File: src/rtl/timer_pkg.sv
// Shared register map, TCR/TSR layout and clock-select encodings
// for the parameterised APB timer.
package timer_pkg;

  localparam logic [7:0] A_TDR  = 8'h00;
  localparam logic [7:0] A_TCR  = 8'h01;
  localparam logic [7:0] A_TSR  = 8'h02;
  localparam logic [7:0] A_TIER = 8'h03;
  localparam logic [7:0] A_TCNT = 8'h04;

  localparam int TCR_LOAD = 7;
  localparam int TCR_DIR  = 5;
  localparam int TCR_EN   = 4;
  localparam int TCR_AR   = 3;
  localparam int TCR_CKS  = 0;

  localparam int TSR_OVF = 0;
  localparam int TSR_UDF = 1;

  localparam logic [7:0] TCR_MASK =
    (8'd1 << TCR_LOAD) | (8'd1 << TCR_DIR) |
    (8'd1 << TCR_EN)   | (8'd1 << TCR_AR)  |
    (8'd3 << TCR_CKS);

  typedef enum logic [1:0] {
    CKS_DIV2  = 2'd0,
    CKS_DIV4  = 2'd1,
    CKS_DIV8  = 2'd2,
    CKS_DIV16 = 2'd3
  } cks_e;

  typedef struct packed {
    logic load;
    logic rsv6;
    logic dir;
    logic en;
    logic ar;
    logic rsv2;
    cks_e cks;
  } tcr_t;

  typedef enum logic [2:0] {
    SEL_TDR,
    SEL_TCR,
    SEL_TSR,
    SEL_TIER,
    SEL_TCNT,
    SEL_NONE
  } sel_e;

  // Low divider bits that must all be set for a tick.
  function automatic logic [3:0] cks_mask(cks_e c);
    cks_mask = 4'b1111;
    unique case (c)
      CKS_DIV2:  cks_mask = 4'b0001;
      CKS_DIV4:  cks_mask = 4'b0011;
      CKS_DIV8:  cks_mask = 4'b0111;
      CKS_DIV16: cks_mask = 4'b1111;
      default:   cks_mask = 4'b1111;
    endcase
  endfunction

endpackage

File: src/rtl/timer_prescaler.sv
// Free-running 4-bit divider producing the counter tick
// at pclk/2, /4, /8 or /16.
module timer_prescaler
  import timer_pkg::*;
(
  input  logic       pclk,
  input  logic       preset,
  input  logic       en,
  input  logic       load,
  input  logic [1:0] cks,
  output logic       tick
);

  logic [3:0] div;
  logic [3:0] mask;

  always_ff @(posedge pclk) begin
    if (preset || !en || load) begin
      div <= '0;
    end else begin
      div <= div + 4'd1;
    end
  end

  assign mask = cks_mask(cks_e'(cks));
  assign tick = en & ~load & ((div & mask) == mask);

endmodule

File: src/rtl/timer_param.sv
// APB timer: TDR/TCR/TSR/TIER/TCNT register file and an
// up/down counter with overflow/underflow flags and auto-reload.
module timer_param
  import timer_pkg::*;
#(
  parameter int WIDTH  = 8,
  parameter int ADDR_W = 8
) (
  input  logic              pclk,
  input  logic              preset,
  input  logic              psel,
  input  logic              penable,
  input  logic              pwrite,
  input  logic [ADDR_W-1:0] paddr,
  input  logic [WIDTH-1:0]  pwdata,
  output logic [WIDTH-1:0]  prdata,
  output logic              pready,
  output logic              pslverr,
  output logic              tmr_ovf,
  output logic              tmr_udf,
  output logic              irq
);

  localparam logic [WIDTH-1:0] CNT_MAX = '1;

  logic [WIDTH-1:0] tdr;
  tcr_t             tcr;
  logic [1:0]       tsr;
  logic [1:0]       tier;
  logic [WIDTH-1:0] cnt;

  sel_e             sel;
  logic             wr;
  logic             tick;
  logic [WIDTH-1:0] cnt_nxt;
  logic             ovf_set;
  logic             udf_set;
  logic [1:0]       w1c;

  logic [WIDTH-1:0] tcr_rd;
  logic [WIDTH-1:0] tsr_rd;
  logic [WIDTH-1:0] tier_rd;

  always_comb begin
    sel = SEL_NONE;
    unique case (1'b1)
      (paddr == ADDR_W'(A_TDR)):  sel = SEL_TDR;
      (paddr == ADDR_W'(A_TCR)):  sel = SEL_TCR;
      (paddr == ADDR_W'(A_TSR)):  sel = SEL_TSR;
      (paddr == ADDR_W'(A_TIER)): sel = SEL_TIER;
      (paddr == ADDR_W'(A_TCNT)): sel = SEL_TCNT;
      default:                    sel = SEL_NONE;
    endcase
  end

  assign wr      = psel & penable & pwrite;
  assign pready  = 1'b1;
  assign pslverr = psel & penable & (sel == SEL_NONE);

  timer_prescaler u_pre (
    .pclk   (pclk),
    .preset (preset),
    .en     (tcr.en),
    .load   (tcr.load),
    .cks    (tcr.cks),
    .tick   (tick)
  );

  // Load beats tick; loads never raise a flag.
  always_comb begin
    cnt_nxt = cnt;
    ovf_set = 1'b0;
    udf_set = 1'b0;
    if (tcr.load) begin
      cnt_nxt = tdr;
    end else if (tick) begin
      if (!tcr.dir) begin
        if (cnt == CNT_MAX) begin
          ovf_set = 1'b1;
          cnt_nxt = tcr.ar ? tdr : '0;
        end else begin
          cnt_nxt = cnt + WIDTH'(1);
        end
      end else begin
        if (cnt == '0) begin
          udf_set = 1'b1;
          cnt_nxt = tcr.ar ? tdr : CNT_MAX;
        end else begin
          cnt_nxt = cnt - WIDTH'(1);
        end
      end
    end
  end

  assign w1c = (wr && sel == SEL_TSR) ? pwdata[1:0] : 2'b00;

  always_ff @(posedge pclk) begin
    if (preset) begin
      tdr  <= '0;
      tcr  <= '0;
      tsr  <= '0;
      tier <= '0;
      cnt  <= '0;
    end else begin
      if (wr && sel == SEL_TDR) begin
        tdr <= pwdata;
      end
      if (wr && sel == SEL_TCR) begin
        tcr <= tcr_t'(pwdata[7:0] & TCR_MASK);
      end
      if (wr && sel == SEL_TIER) begin
        tier <= pwdata[1:0];
      end
      // A flag event in the same cycle outranks the clear.
      tsr <= (tsr & ~w1c) | {udf_set, ovf_set};
      cnt <= cnt_nxt;
    end
  end

  always_comb begin
    tcr_rd       = '0;
    tcr_rd[7:0]  = tcr;
    tsr_rd       = '0;
    tsr_rd[1:0]  = tsr;
    tier_rd      = '0;
    tier_rd[1:0] = tier;
  end

  always_comb begin
    prdata = '0;
    if (psel && !pwrite) begin
      unique case (sel)
        SEL_TDR:  prdata = tdr;
        SEL_TCR:  prdata = tcr_rd;
        SEL_TSR:  prdata = tsr_rd;
        SEL_TIER: prdata = tier_rd;
        SEL_TCNT: prdata = cnt;
        default:  prdata = '0;
      endcase
    end
  end

  assign tmr_ovf = tsr[TSR_OVF];
  assign tmr_udf = tsr[TSR_UDF];
  assign irq     = |(tsr & tier);

endmodule

File: config.mk
export PLATFORM = sky130hd
export DESIGN_NAME = timer_param
export DESIGN_NICKNAME = d
export VERILOG_FILES = /design/src/rtl/timer_pkg.sv /design/src/rtl/timer_prescaler.sv /design/src/rtl/timer_param.sv
export SDC_FILE = /design/constraint.sdc
export NUM_CORES = 1
export LEC_CHECK = 0
export CAP_MARGIN = 25
export CORE_AREA = 2 2 93 68
export DETAILED_ROUTE_END_ITERATION = 7
export DIE_AREA = 0 0 95 70
export DONT_BUFFER_PORTS = 1
export MAX_ROUTING_LAYER = met4
export RECOVER_POWER = 50
export SLEW_MARGIN = 20
export SYNTH_ARGS = -nofsm -noshare
export SYNTH_HDL_FRONTEND = slang
export SYNTH_SLANG_ARGS = --single-unit
File: constraint.sdc
create_clock -name pclk -period 2.1 [get_ports pclk]
set_clock_uncertainty 0.15 [all_clocks]
set_input_delay 0.21 -clock pclk [delete_from_list [all_inputs] [get_ports pclk]]
set_output_delay 0.21 -clock pclk [all_outputs]
set_load 0.01 [all_outputs]
==> results.cfg <==
[setup_path]
start_kind = register
setup.worst_path.class = register to register
worst-path-buf-inv = 1
required_ns = 2.17
worstPathMaxFanout = 5
crit_slowest_cell = or4b_4
cp.arrival_ns = 2.06
worst_setup_path_end_kind = register
path_delay_family = simple AND/OR/NAND/NOR gates
critical_path.max_stage_delay_ns = 0.51
path_cells = inv_1 > ha_2 > or4b_4 > nor2_4 > nor2_1 > a311oi_2 > o31a_1

[logic_synthesis]
yosys.area_share.simple_pct = 28.4
synth_top_area_share_pct = 26.6
seq_area_frac_synth_pct = 26.6
synth_edf_count = 0
post_synth_inst_count = 279
synth_xor_area_share_pct = 1.94
synth_top_family_by_area = simple AND/OR/NAND/NOR gates
ys.flop_type = dfxtp_1
synthMuxAreaShare_pct = 9.08
synth.avg_cell_area_um2 = 8.10
synth_warnings = 0
synth_nets = 304
ys_ff_latch = 30
ys_types = 65
ys_async_sr_fraction_pct = 0
synth_top_area_cell = dfxtp_1
synth.area.top_cells = dfxtp_1, mux2i_1, nor2_1
synth_compound_area_share_pct = 23.0
syn_area_um2 = 2260
synthAdderAreaFrac_pct = 2.21

[timing]
timing.final.crit_period_ns = 1.99
maxSlewViolCount = 0
timing.slew.headroom_pct = 58.6
grt_setup_unrepaired = no
setup_viol = 0
setup_tns_ns = 0
finalCritPeriodShare_pct = 94.8
hold_violations = 0
worst_slew_pin_slew_ns = 0.619
fmax_ghz = 0.502

[clocking]
cts_sinks = 30
cts_root_buf = clkbuf_8
cts_tree = built
cts_made_buffers = 5
path_clk_slew_ns = 0.07
clk_latency_ns = 0.28
cts_max_path_buffers = 2
htree_levels = 2

[layout]
synthToLayoutAreaGrowth_pct = 14.2
finish.net_count = 321
seqCellArea_um2 = 602
post-route-cell-area_um2 = 2580
multi_input_comb_area_um2 = 1480
stdcell_count = 374
diodes = 0
num-fill-cells = 593
drive_gt1_share_pct = 18.2

[floorplanning]
die_x_um = 95
initial_utilization_pct = 38.2
rows = 24
chipHeight_um = 70
die_area_um2 = 6650
core_area_um2 = 5920
io_pins = 34

[grt]
antenna_found_initial = 0
grt_pass1_vias = 2047
grt_pass1_wl_mm = 10.7
grt_usage_pct = 21.3
grt_max_degree = 28
grt_overflow = 0

[power_and_ir_drop]
internal_power_w = 0.000971
switching_share_pct = 20.9
p_comb_share_pct = 3.7
pwr-share-clk_pct = 49.9
power_density_nw_per_um2 = 476
p_leak_nw = 0.928
switching_power_w = 0.000257
power_frac_seq_pct = 46.3
irDropWorstVdd_mv = 0.266

[routing]
drtIter0Drc = 213
drt_wl_total_mm = 6.65
vias = 2272
drcViolationCount = 0
drt-pass1-iter-count = 5
wl_per_cell_um = 17.8
antenna_left = 0
vias_per_cell = 6.07

[min_path]
hp-class = input pin to register

[placement]
numPlacedInstances = 355
io_buffers = 0
placed_area_um2 = 2350
gp_congestion = 0.923
dp_hpwl_mm = 4.84

[outcome]
outcome = complete, no violations

[run]
cap_violations = 0
==> through the flow <==
step / setup WS [ns] / total power [W] / utilization, % / hold WS [ns]
after global routing: 0.0134 / 0.00126 / 43.7 / 0.0299
final: 0.109 / 0.00123 / 43.7 / 0.0262
after detailed placement: 0.0690 / 0.000602 / 39.7 / 0.137
after global placement: 0.0561 / 0.000602 / 39.7 / 0.137
after CTS: 0.0338 / 0.00123 / 43.1 / 0.0245
after floorplan: 0.0826 / 0.000618 / - / 0.204
==> cells in the final DEF, fill, tap and decap left out, types with 2 or more instances in the layout <==
master and instances:
a32oi_1 2, nor3_1 5, nand2b_1 2, mux2i_1 16, a31oi_1 6, and4_1 2, o21ai_0 9, nand4_1 2
nand2_1 23, a22oi_1 7, dfxtp_1 29, a311oi_1 4, nand3b_1 6, nand4b_1 2, xor2_1 2, o31ai_1 2
ha_1 3, mux2_2 4, clkbuf_8 6, buf_4 21, nor4_1 2, nand3_1 17, inv_1 10, nor2b_1 4
xnor2_1 3, dlygate4sd3_1 9, nor2_1 33, and3_1 3, o31a_1 3, a21oi_1 15, a2bb2oi_1 4, a221oi_1 2
o22ai_1 3
==> registers in the layout, summed over array words and instances, names as in the netlist <==
register   flops
tcr            6
u_pre.div      4
tsr            2
tdr            8
tier           2
cnt            8
==> kinds of logic after synthesis <==
group / count (synthesis)
and+or+nand+nor: 114
AOI/OAI and AO/OA: 73
buffers and inverters: 32
DFF: 30
muxes: 20
xor gates and xnor gates: 5
adders and majority gates: 4
other: 1
==> final timing paths <==
| check | cells after the start | endpoint | start | slack [ns] |
|---|---|---|---|---|
| max | 7 | cnt[0] | cnt[0] | 0.11 |
| min | 3 | tsr[0] | pwdata[0] | 0.03 |
| max reg2reg | 7 | cnt[0] | cnt[0] | 0.11 |
| min reg2reg | 1 | u_pre.div[0] | u_pre.div[0] | 0.32 |
==> layer usage <==
metal | GRT usage (%) | share of wire (%) | vias up
met3 | 6.36 | 11 | 12
met4 | 4.19 | 0.87 | 0
li1 | - | - | 1063
met2 | 27.4 | 41 | 122
met5 | - | 0 | -
met1 | 32.4 | 47 | 1075
==> final cells by class <==
type	count	area share (%)
Multi-Input combinational cell	217	57.2
Sequential cell	30	23.3
Timing Repair Buffer	31	9.79
Tap cell	78	3.78
Clock buffer	6	3.20
Inverter	11	1.60
Clock inverter	1	1.16
==> synth_stat cells (2+ instances only) <==
| master | n |
|---|---|
| nor2_1 | 33 |
| dfxtp_1 | 30 |
| nand2_1 | 23 |
| mux2i_1 | 16 |
| nand3_1 | 16 |
| a21oi_1 | 15 |
| inv_1 | 11 |
| o21ai_0 | 9 |
| a22oi_1 | 7 |
| a31oi_1 | 6 |
| clkbuf_1 | 6 |
| clkbuf_8 | 6 |
| nand3b_1 | 6 |
| a311oi_1 | 5 |
| nor3_1 | 5 |
| a2bb2oi_1 | 4 |
| buf_2 | 4 |
| ha_1 | 4 |
| mux2_2 | 4 |
| nor2b_1 | 4 |
| and3_1 | 3 |
| buf_4 | 3 |
| o22ai_1 | 3 |
| o31a_1 | 3 |
| xnor2_1 | 3 |
| a221oi_1 | 2 |
| a32oi_1 | 2 |
| and4_1 | 2 |
| buf_1 | 2 |
| nand2b_1 | 2 |
| nand4_1 | 2 |
| nand4b_1 | 2 |
| nor4_2 | 2 |
| o31ai_1 | 2 |
| xor2_1 | 2 |
==> worst register-to-register path, cell delays in order, from the launching register on <==
cell,delay (ns)
dfxtp_1,0.33
inv_1,0.08
ha_2,0.19
or4b_4,0.51
nor2_4,0.19
nor2_1,0.08
a311oi_2,0.25
o31a_1,0.15
==> what timing repair did <==
action                                 CTS  global route
setup endpoints to repair                0             4
gates resized for setup                  0             6
endpoints found under the hold margin   28             0
hold buffers                             9             0
buffers inserted                         0             2
==> power by group through the flow <==
stage | Combinational (W) | Sequential [W] | Clock (W)
after floorplan | 0.0000359 | 0.000582 | 0
after global placement | 0.0000200 | 0.000582 | 0
after detailed placement | 0.0000203 | 0.000582 | 0
after CTS | 0.0000447 | 0.000569 | 0.000618
after global routing | 0.0000494 | 0.000569 | 0.000646
final | 0.0000460 | 0.000569 | 0.000614
(Power assumes the default switching activity.)
